**config.mk**
```make
export PLATFORM = sky130hd
export DESIGN_NAME = mem_port_arbiter
export DESIGN_NICKNAME = d
export VERILOG_FILES = /design/src/rtl/mem_port_arbiter.sv
export SDC_FILE = /design/constraint.sdc
export NUM_CORES = 1
export LEC_CHECK = 0
export ABC_AREA = 1
export BUFFER_PORTS_ARGS = -buffer_cell sky130_fd_sc_hd__buf_2
export CAP_MARGIN = 10
export CORE_AREA = 2 2 106 108
export CTS_BUF_LIST = sky130_fd_sc_hd__clkbuf_16
export DETAILED_ROUTE_END_ITERATION = 10
export DIE_AREA = 0 0 108 110
export PLACE_DENSITY = 0.84
export SYNTH_ARGS = -nofsm -noshare
export SYNTH_HDL_FRONTEND = slang
export SYNTH_SLANG_ARGS = --single-unit
```
**constraint.sdc**
```tcl
create_clock -name clk -period 3.7 [get_ports clk]
set_input_delay 0.555 -clock clk [delete_from_list [all_inputs] [get_ports clk]]
set_output_delay 0.555 -clock clk [all_outputs]
set_load 0.005 [all_outputs]
```
**src/rtl/mem_port_arbiter.sv**
```systemverilog
// mem_port_arbiter
// ----------------
// Shares one memory port between the UART programming loader and the CPU
// data port. Round-robin arbitration between the two; while `programming`
// is high only the loader is eligible. The winner's request fields are
// registered into the mem_* outputs at grant. Each transfer ends with a
// one-cycle done pulse to its owner, with read data registered in `rdata`.
//
// Optional feature macro: ARB_TIMEOUT_EN
//   Defined   : an 8-bit watchdog aborts a transfer after TIMEOUT_CYCLES
//               cycles without mem_ack (done with err=1, rdata=0).
//   Undefined : transfers wait indefinitely for mem_ack; err is tied to 0.
//
// Ports
//   clk, rst             clock; asynchronous active-low reset
//   programming          programming mode (loader-only arbitration)
//   ldr_req/we/addr/wdata loader request and fields
//   ldr_gnt, ldr_done    loader owns port / loader completion pulse
//   cpu_req/we/addr/wdata CPU request and fields
//   cpu_gnt, cpu_done    CPU owns port / CPU completion pulse
//   rdata, err           registered read data / timeout flag, valid with done
//   mem_req/we/addr/wdata registered memory request
//   mem_rdata, mem_ack   memory read data and one-cycle completion
//   fsm_state            current FSM state, for observation
//
// Handshake: a requester raises req with stable fields and holds them until
// its done pulse. Fields are sampled only on the grant edge. The memory
// side sees mem_req held high until it returns a single-cycle mem_ack;
// mem_ack seen while no transfer is in progress is ignored.

`ifndef ADDR_WIDTH
`define ADDR_WIDTH 32
`endif
`ifndef DATA_WIDTH
`define DATA_WIDTH 32
`endif

module mem_port_arbiter #(
  parameter int AW             = `ADDR_WIDTH,
  parameter int DW             = `DATA_WIDTH,
  parameter int TIMEOUT_CYCLES = 255
) (
  input  logic          clk,
  input  logic          rst,
  input  logic          programming,
  input  logic          ldr_req,
  input  logic          ldr_we,
  input  logic [AW-1:0] ldr_addr,
  input  logic [DW-1:0] ldr_wdata,
  output logic          ldr_gnt,
  output logic          ldr_done,
  input  logic          cpu_req,
  input  logic          cpu_we,
  input  logic [AW-1:0] cpu_addr,
  input  logic [DW-1:0] cpu_wdata,
  output logic          cpu_gnt,
  output logic          cpu_done,
  output logic [DW-1:0] rdata,
  output logic          err,
  output logic          mem_req,
  output logic          mem_we,
  output logic [AW-1:0] mem_addr,
  output logic [DW-1:0] mem_wdata,
  input  logic [DW-1:0] mem_rdata,
  input  logic          mem_ack,
  output logic [1:0]    fsm_state
);

  typedef enum logic [1:0] {
    IDLE     = 2'd0,
    LDR_XFER = 2'd1,
    CPU_XFER = 2'd2,
    DONE     = 2'd3
  } state_t;

  state_t state_q, state_d;

  // 1 when the loader owned the most recent completed transfer. Resets to
  // 0 (CPU) so the loader wins the first tie.
  logic last_ldr_q;

  logic ldr_elig, cpu_elig;
  logic pick_ldr, pick_cpu;
  logic in_xfer;
  logic expire;

  // ---------------------------------------------------------------------
  // Arbitration
  // ---------------------------------------------------------------------
  assign ldr_elig = ldr_req;
  assign cpu_elig = cpu_req & ~programming;

  // Loader wins when alone, or on a tie when it was not the last owner.
  assign pick_ldr = ldr_elig & (~cpu_elig | ~last_ldr_q);
  assign pick_cpu = cpu_elig & ~pick_ldr;

  assign in_xfer = (state_q == LDR_XFER) || (state_q == CPU_XFER);

  // ---------------------------------------------------------------------
  // Watchdog
  // ---------------------------------------------------------------------
`ifdef ARB_TIMEOUT_EN
  localparam logic [7:0] TO_LIMIT = TIMEOUT_CYCLES[7:0];

  logic [7:0] wd_cnt_q;
  logic       err_q;

  // mem_ack in the expiry cycle takes priority: normal completion.
  assign expire = in_xfer & ~mem_ack & (wd_cnt_q == TO_LIMIT);

  always_ff @(posedge clk or negedge rst) begin
    if (!rst) begin
      wd_cnt_q <= 8'd0;
    end else if (state_q == IDLE) begin
      // Held at zero outside transfers, so it is zero on XFER entry.
      wd_cnt_q <= 8'd0;
    end else if (in_xfer && !mem_ack) begin
      wd_cnt_q <= wd_cnt_q + 8'd1;
    end
  end

  // err is set on the edge into DONE and cleared on the edge out of it,
  // since expire can only be true in an XFER state.
  always_ff @(posedge clk or negedge rst) begin
    if (!rst) begin
      err_q <= 1'b0;
    end else begin
      err_q <= expire;
    end
  end

  assign err = err_q;
`else
  logic [7:0] unused_timeout;

  assign unused_timeout = TIMEOUT_CYCLES[7:0];
  assign expire         = 1'b0;
  assign err            = 1'b0;
`endif

  // ---------------------------------------------------------------------
  // FSM: state register
  // ---------------------------------------------------------------------
  always_ff @(posedge clk or negedge rst) begin
    if (!rst) begin
      state_q <= IDLE;
    end else begin
      state_q <= state_d;
    end
  end

  // ---------------------------------------------------------------------
  // FSM: next state
  // ---------------------------------------------------------------------
  always_comb begin
    state_d = state_q;
    unique case (state_q)
      IDLE: begin
        if (pick_ldr) begin
          state_d = LDR_XFER;
        end else if (pick_cpu) begin
          state_d = CPU_XFER;
        end
      end
      LDR_XFER, CPU_XFER: begin
        if (mem_ack || expire) begin
          state_d = DONE;
        end
      end
      DONE: begin
        state_d = IDLE;
      end
      default: begin
        state_d = IDLE;
      end
    endcase
  end

  // ---------------------------------------------------------------------
  // Registered memory request, read data and ownership history
  // ---------------------------------------------------------------------
  always_ff @(posedge clk or negedge rst) begin
    if (!rst) begin
      mem_req    <= 1'b0;
      mem_we     <= 1'b0;
      mem_addr   <= '0;
      mem_wdata  <= '0;
      rdata      <= '0;
      last_ldr_q <= 1'b0;
    end else begin
      if (state_q == IDLE) begin
        if (pick_ldr) begin
          mem_req   <= 1'b1;
          mem_we    <= ldr_we;
          mem_addr  <= ldr_addr;
          mem_wdata <= ldr_wdata;
        end else if (pick_cpu) begin
          mem_req   <= 1'b1;
          mem_we    <= cpu_we;
          mem_addr  <= cpu_addr;
          mem_wdata <= cpu_wdata;
        end
      end else if (in_xfer && (mem_ack || expire)) begin
        mem_req    <= 1'b0;
        // Writes also capture mem_rdata unchanged; a timeout returns zero.
        rdata      <= mem_ack ? mem_rdata : '0;
        last_ldr_q <= (state_q == LDR_XFER);
      end
    end
  end

  // ---------------------------------------------------------------------
  // Grant / done outputs decoded from state
  // ---------------------------------------------------------------------
  // In DONE, last_ldr_q already names the owner of the finishing transfer.
  assign ldr_gnt   = (state_q == LDR_XFER);
  assign cpu_gnt   = (state_q == CPU_XFER);
  assign ldr_done  = (state_q == DONE) &  last_ldr_q;
  assign cpu_done  = (state_q == DONE) & ~last_ldr_q;
  assign fsm_state = state_q;

endmodule

```
# Word-level counts from Yosys, hierarchy flattened
# Cells that the tools add are included.
# word_totals
latch_bits	0
mem_bits_ro	0
ff_bits	101
elab_cells	48
ramBits	0
mem_count	0
output_inout_bits	105
# op_classes
n_eq_ne	5
n_reduce_logical	10
addsub	0
magnitude_cmp	0
n_mul	0
n_mux	15
n_shift	0
bitwise	11
div	0
# ops
op	n
2-to-1 mux 32 bit	5
AND reduction 2 bit	4
2-to-1 mux 1 bit	6
2-to-1 mux 2 bit	3
case mux 2 bit (3 select lines)	1
bitwise AND 1 bit	5
NOT 1 bit	5
equality test 2 bit, second input constant	2
nonzero test 2 bit	2
!= test 3 bit, second input constant	1
equality test 2 x 1 -> 1 bit, second input constant	1
zero test 2 bit	1
!= test 2 bit, second input constant	1
OR reduction 2 bit	1
logical AND 1 bit	1
logical OR 1 bit	1
bitwise OR 1 bit	1

# Longest topological paths before layout
# logic_depth
ltp_word	10
ltp_mapped	9

# Worst setup path after synthesis
# Ideal clock, no wire load.
# synth_timing
path_type	flip-flop to flip-flop
startpoint	register state_q[0] (netlist: fsm_state[0])
endpoint	register last_ldr_q
path_stages_with_launch	8
slack_ns	2.259
path_buffers	1
setup_time_ns	0.117
arrival_ns	1.324
cell_sequence	dfrtp_1 -> inv_1 -> ha_1 -> nand3_1 -> inv_2 -> buf_2 -> nand2_1 -> nand2_1
# synth_via
elab_chain_cells	4
word_cells_on_any_way	7
cone_classes	2 x eq/ne; 1 x bitwise; 4 x reduce/logical
# synth_lines
element	line_no	text
from (decl)	76	state_t state_q, state_d;
from (signal assigned)	148	state_q <= state_d;
equality test 2 x 1 -> 1 bit or equality test 2 bit (tied branches)	97, 207	
logical OR 1 bit	97	assign in_xfer = (state_q == LDR_XFER) || (state_q == CPU_XFER);
logical AND 1 bit	203	end else if (in_xfer && (mem_ack || expire)) begin
AND reduction 2 bit (no source line)	n/a	
to (signal assigned)	207	last_ldr_q <= (state_q == LDR_XFER);
to (decl)	80	logic last_ldr_q;
# Several ways; a longest one is shown, not always the timed one.
# A chain may end at the register's enable or synchronous reset.

# Worst setup path in the final report
# layout_timing
startpoint	register state_q[0] (netlist: fsm_state[0])
endpoint	register mem_addr[30]
# layout_via
elab_chain_cells	2
# layout_lines
element	line_no	text
zero test 2 bit	191	if (state_q == IDLE) begin
AND reduction 2 bit (no source line)	n/a	
to (signal assigned)	195	mem_addr <= ldr_addr;
to (signal assigned)	200	mem_addr <= cpu_addr;
to (decl)	62	output logic [AW-1:0] mem_addr,
# Every way passes these cells.

==> summary.md <==
| Metric | Value |
|---|---|
| Status | completed |
| Kind of critical path | reg2reg |
| Setup TNS | 0 ns |
| Antenna-violating nets left | 0 |
| Crit end category | flip-flop |
| Worst slew pin tran | 1.07 ns |
| Die ar. | 0.0119 mm² |
| VDD IR-drop max | 0.425 mV |
| Final Hold Viols | 0 |
| Total GRT Usage | 23.3% |
| First-pass GRT wire length | 21,800 µm |
| Die height | 110 µm |
| RSZ-0062 raised after global routing | no |
| Commonest non-fill, non-tap cell in the layout | nand2_1 |
| Worst-path clk slew | 0.07 ns |
| Mapped Nets | 841 |
| Initial antenna violation count | 0 |
| Slew Limit Fails | 0 |
| GP Congestion | 0.823 |
| Initial core utilization | 47.7% |
| Setup violators final | 0 |
| CP max stage cell | inv_2 |
| Comb pwr share | 41.1% |
| Post-DP Area | 0.00647 mm² |
| Seq/Total Area, Yosys | 49.5% |
| Mapped Cells | 669 |
| DRT Pass-1 Iters | 4 |
| DR DRC count | 0 |
| CTS Sinks | 101 |
| Crit start category | flip-flop |
| Clk buf depth | 2 |
| Root Buffer | clkbuf_16 |
| Wire per inst | 13.3 µm |
| Vias per std cell | 4.86 |
| Die width | 108 µm |
| CP peak stage delay | 0.76 ns |
| Relative slew slack | 28.7% |
| Htree depth | 3 |
| # IOs | 273 |
| Part of the power in registers | 40.1% |
| Fin nets | 1,089 |
| Clock skew | 0.00638 ns |
| Clk Latency, worst-skew pair | 0.34 ns |
| Largest net degree at the start of global routing | 79 |
| Synthesized area per cell | 7.63 µm² |
| Ys Warns | 0 |
| Internal | 2960 µW |
| Antenna fix cells | 0 |
| Row cnt | 38 |
| Gr ovfl total | 0 |
| Hold Buf Count CTS | 0 |
| Post-route cell area | 0.00677 mm² |
| Maxcap violations | 0 |
| Final period util | 57.4% |
| Area grow syn2layout | 32.6% |
| Initial DRC Count | 297 |
| Post-cts resize count | 0 |
| Area of the mapped netlist | 0.00510 mm² |
| Commonest cells after routing, fill and taps aside | nand2_1, buf_2, dfrtp_1, inv_1, nand3_1 |
| Worst-path cell chain | inv_1 -> ha_1 -> nand2_2 -> inv_2 -> nand3_1 -> nand2_1 |
| Type of the worst min-delay path | in2async |
| Routed vias | 5,157 |
| Dpl ws | 1.52 ns |
| Register bit total from synthesis | 101 |
| Min cycle time layout | 2.13 ns |
| Setup WS post-layout | 1.57 ns |
| R2R cell count | 6 |
| I/O Buffers | 271 |
| CTS tree | built |
| Number of global-route vias before repair | 4,658 |
| Crit path max fanout | 65 |
| Unique masters post-synth | 13 |
| Net switching power | 1910 µW |
| Share of cells above drive strength 1 | 32.8% |
| P_leak | 0.00413 µW |
| Critical path required time | 3.97 ns |
| DRT Wirelength | 14,200 µm |
| Achievable Freq | 0.470 GHz |
| Crit path arrival time | 2.40 ns |
| Core area | 0.0107 mm² |
| Sw frac | 39.2% |
| DP HPWL | 10,200 µm |
| Part of the power in the clock network | 18.8% |
| Num CTS Buffers | 9 |
| Pwr/cell area | 720 mW/mm² |
| Setup Fix Bufs, Post-CTS | 0 |
-- per-stage QoR --
stage	hold WS [ns]	util, %	power (µW)	std cells
floorplan	0.259	-	3070	669
global placement	0.457	60.5	3930	1046
detailed placement	0.460	60.5	4000	1046
CTS	0.392	63.3	4930	1062
global route	0.396	63.3	5290	1062
finish	0.355	63.3	4870	1062
-- synth_stat cells --
master,instances,share of area [%]
nand2_1,309,23
dfrtp_1,101,50
inv_1,71,5.2
nand3_1,70,6.9
nand3b_1,65,9.6
buf_2,22,2.2
buf_4,13,1.9
clkbuf_1,7,0.51
ha_1,4,0.98
inv_2,4,0.29
conb_1,1,0.073
nor2_1,1,0.073
o21ai_0,1,0.098
-- sequential cells by signal (all words and copies together) (netlist names) --
| signal | flops |
|---|---|
| fsm_state | 2 |
| last_ldr_q | 1 |
| mem_addr | 32 |
| mem_req | 1 |
| mem_wdata | 32 |
| mem_we | 1 |
| rdata | 32 |
-- layout make-up --
| class | instances | area, µm² |
|---|---|---|
| Clock buffer | 9 | 225 |
| Multi-Input combinational cell | 451 | 2070 |
| Clock inverter | 7 | 67.6 |
| Sequential cell | 101 | 2530 |
| Timing Repair Buffer | 279 | 1420 |
| Tap cell | 140 | 175 |
| Inverter | 75 | 282 |
| Fill cell | 953 | 3930 |
-- path summary, 6_finish.rpt --
kind                                     startpoint                        end  slack (ns)
max in group asynchronous                       rst  mem_wdata[14]$_DFFE_PN0P_        2.57
min                                             rst      rdata[25]$_DFFE_PN0P_        0.36
min reg2reg                   rdata[11]$_DFFE_PN0P_      rdata[11]$_DFFE_PN0P_        0.48
min in group clk                       mem_rdata[7]       rdata[7]$_DFFE_PN0P_        0.40
max reg2reg                fsm_state[0]$_DFFE_PN0P_   mem_addr[30]$_DFFE_PN0P_        1.57
max                        fsm_state[0]$_DFFE_PN0P_   mem_addr[30]$_DFFE_PN0P_        1.57
-- per-layer routing --
metal	global-route usage, %	part of all wire (%)
met5	0	0
met2	38.7	47
met3	5.11	9.1
met1	29.0	41
met4	11.1	3.5
-- power groups by stage --
stage          combinational, µW  sequential [µW]  clock (µW)
2_1_floorplan               1080             1990           0
3_3_place_gp                1980             1950           0
3_5_place_dp                2040             1960           0
4_1_cts                     2040             1950         935
5_1_grt                     2290             2010         987
6_report                    2000             1950         915
-- critical path: cells and delay by family (launching register included) --
kind                     cells  cell delay (ns)
AND/OR/NAND/NOR              3             0.44
buffers and inverters        2             0.88
flip-flops                   1             0.46
adder cells (fa/ha/maj)      1             0.26
-- logic make-up after synthesis --
family / synth area share [%]
AOI/OAI and AO/OA: 0.0980
adders and majority gates: 0.981
buffers and inverters: 10.1
DFF: 49.5
other: 0.0735
and+or+nand+nor: 39.2
No activity file was read; power rests on OpenSTA's default activity.
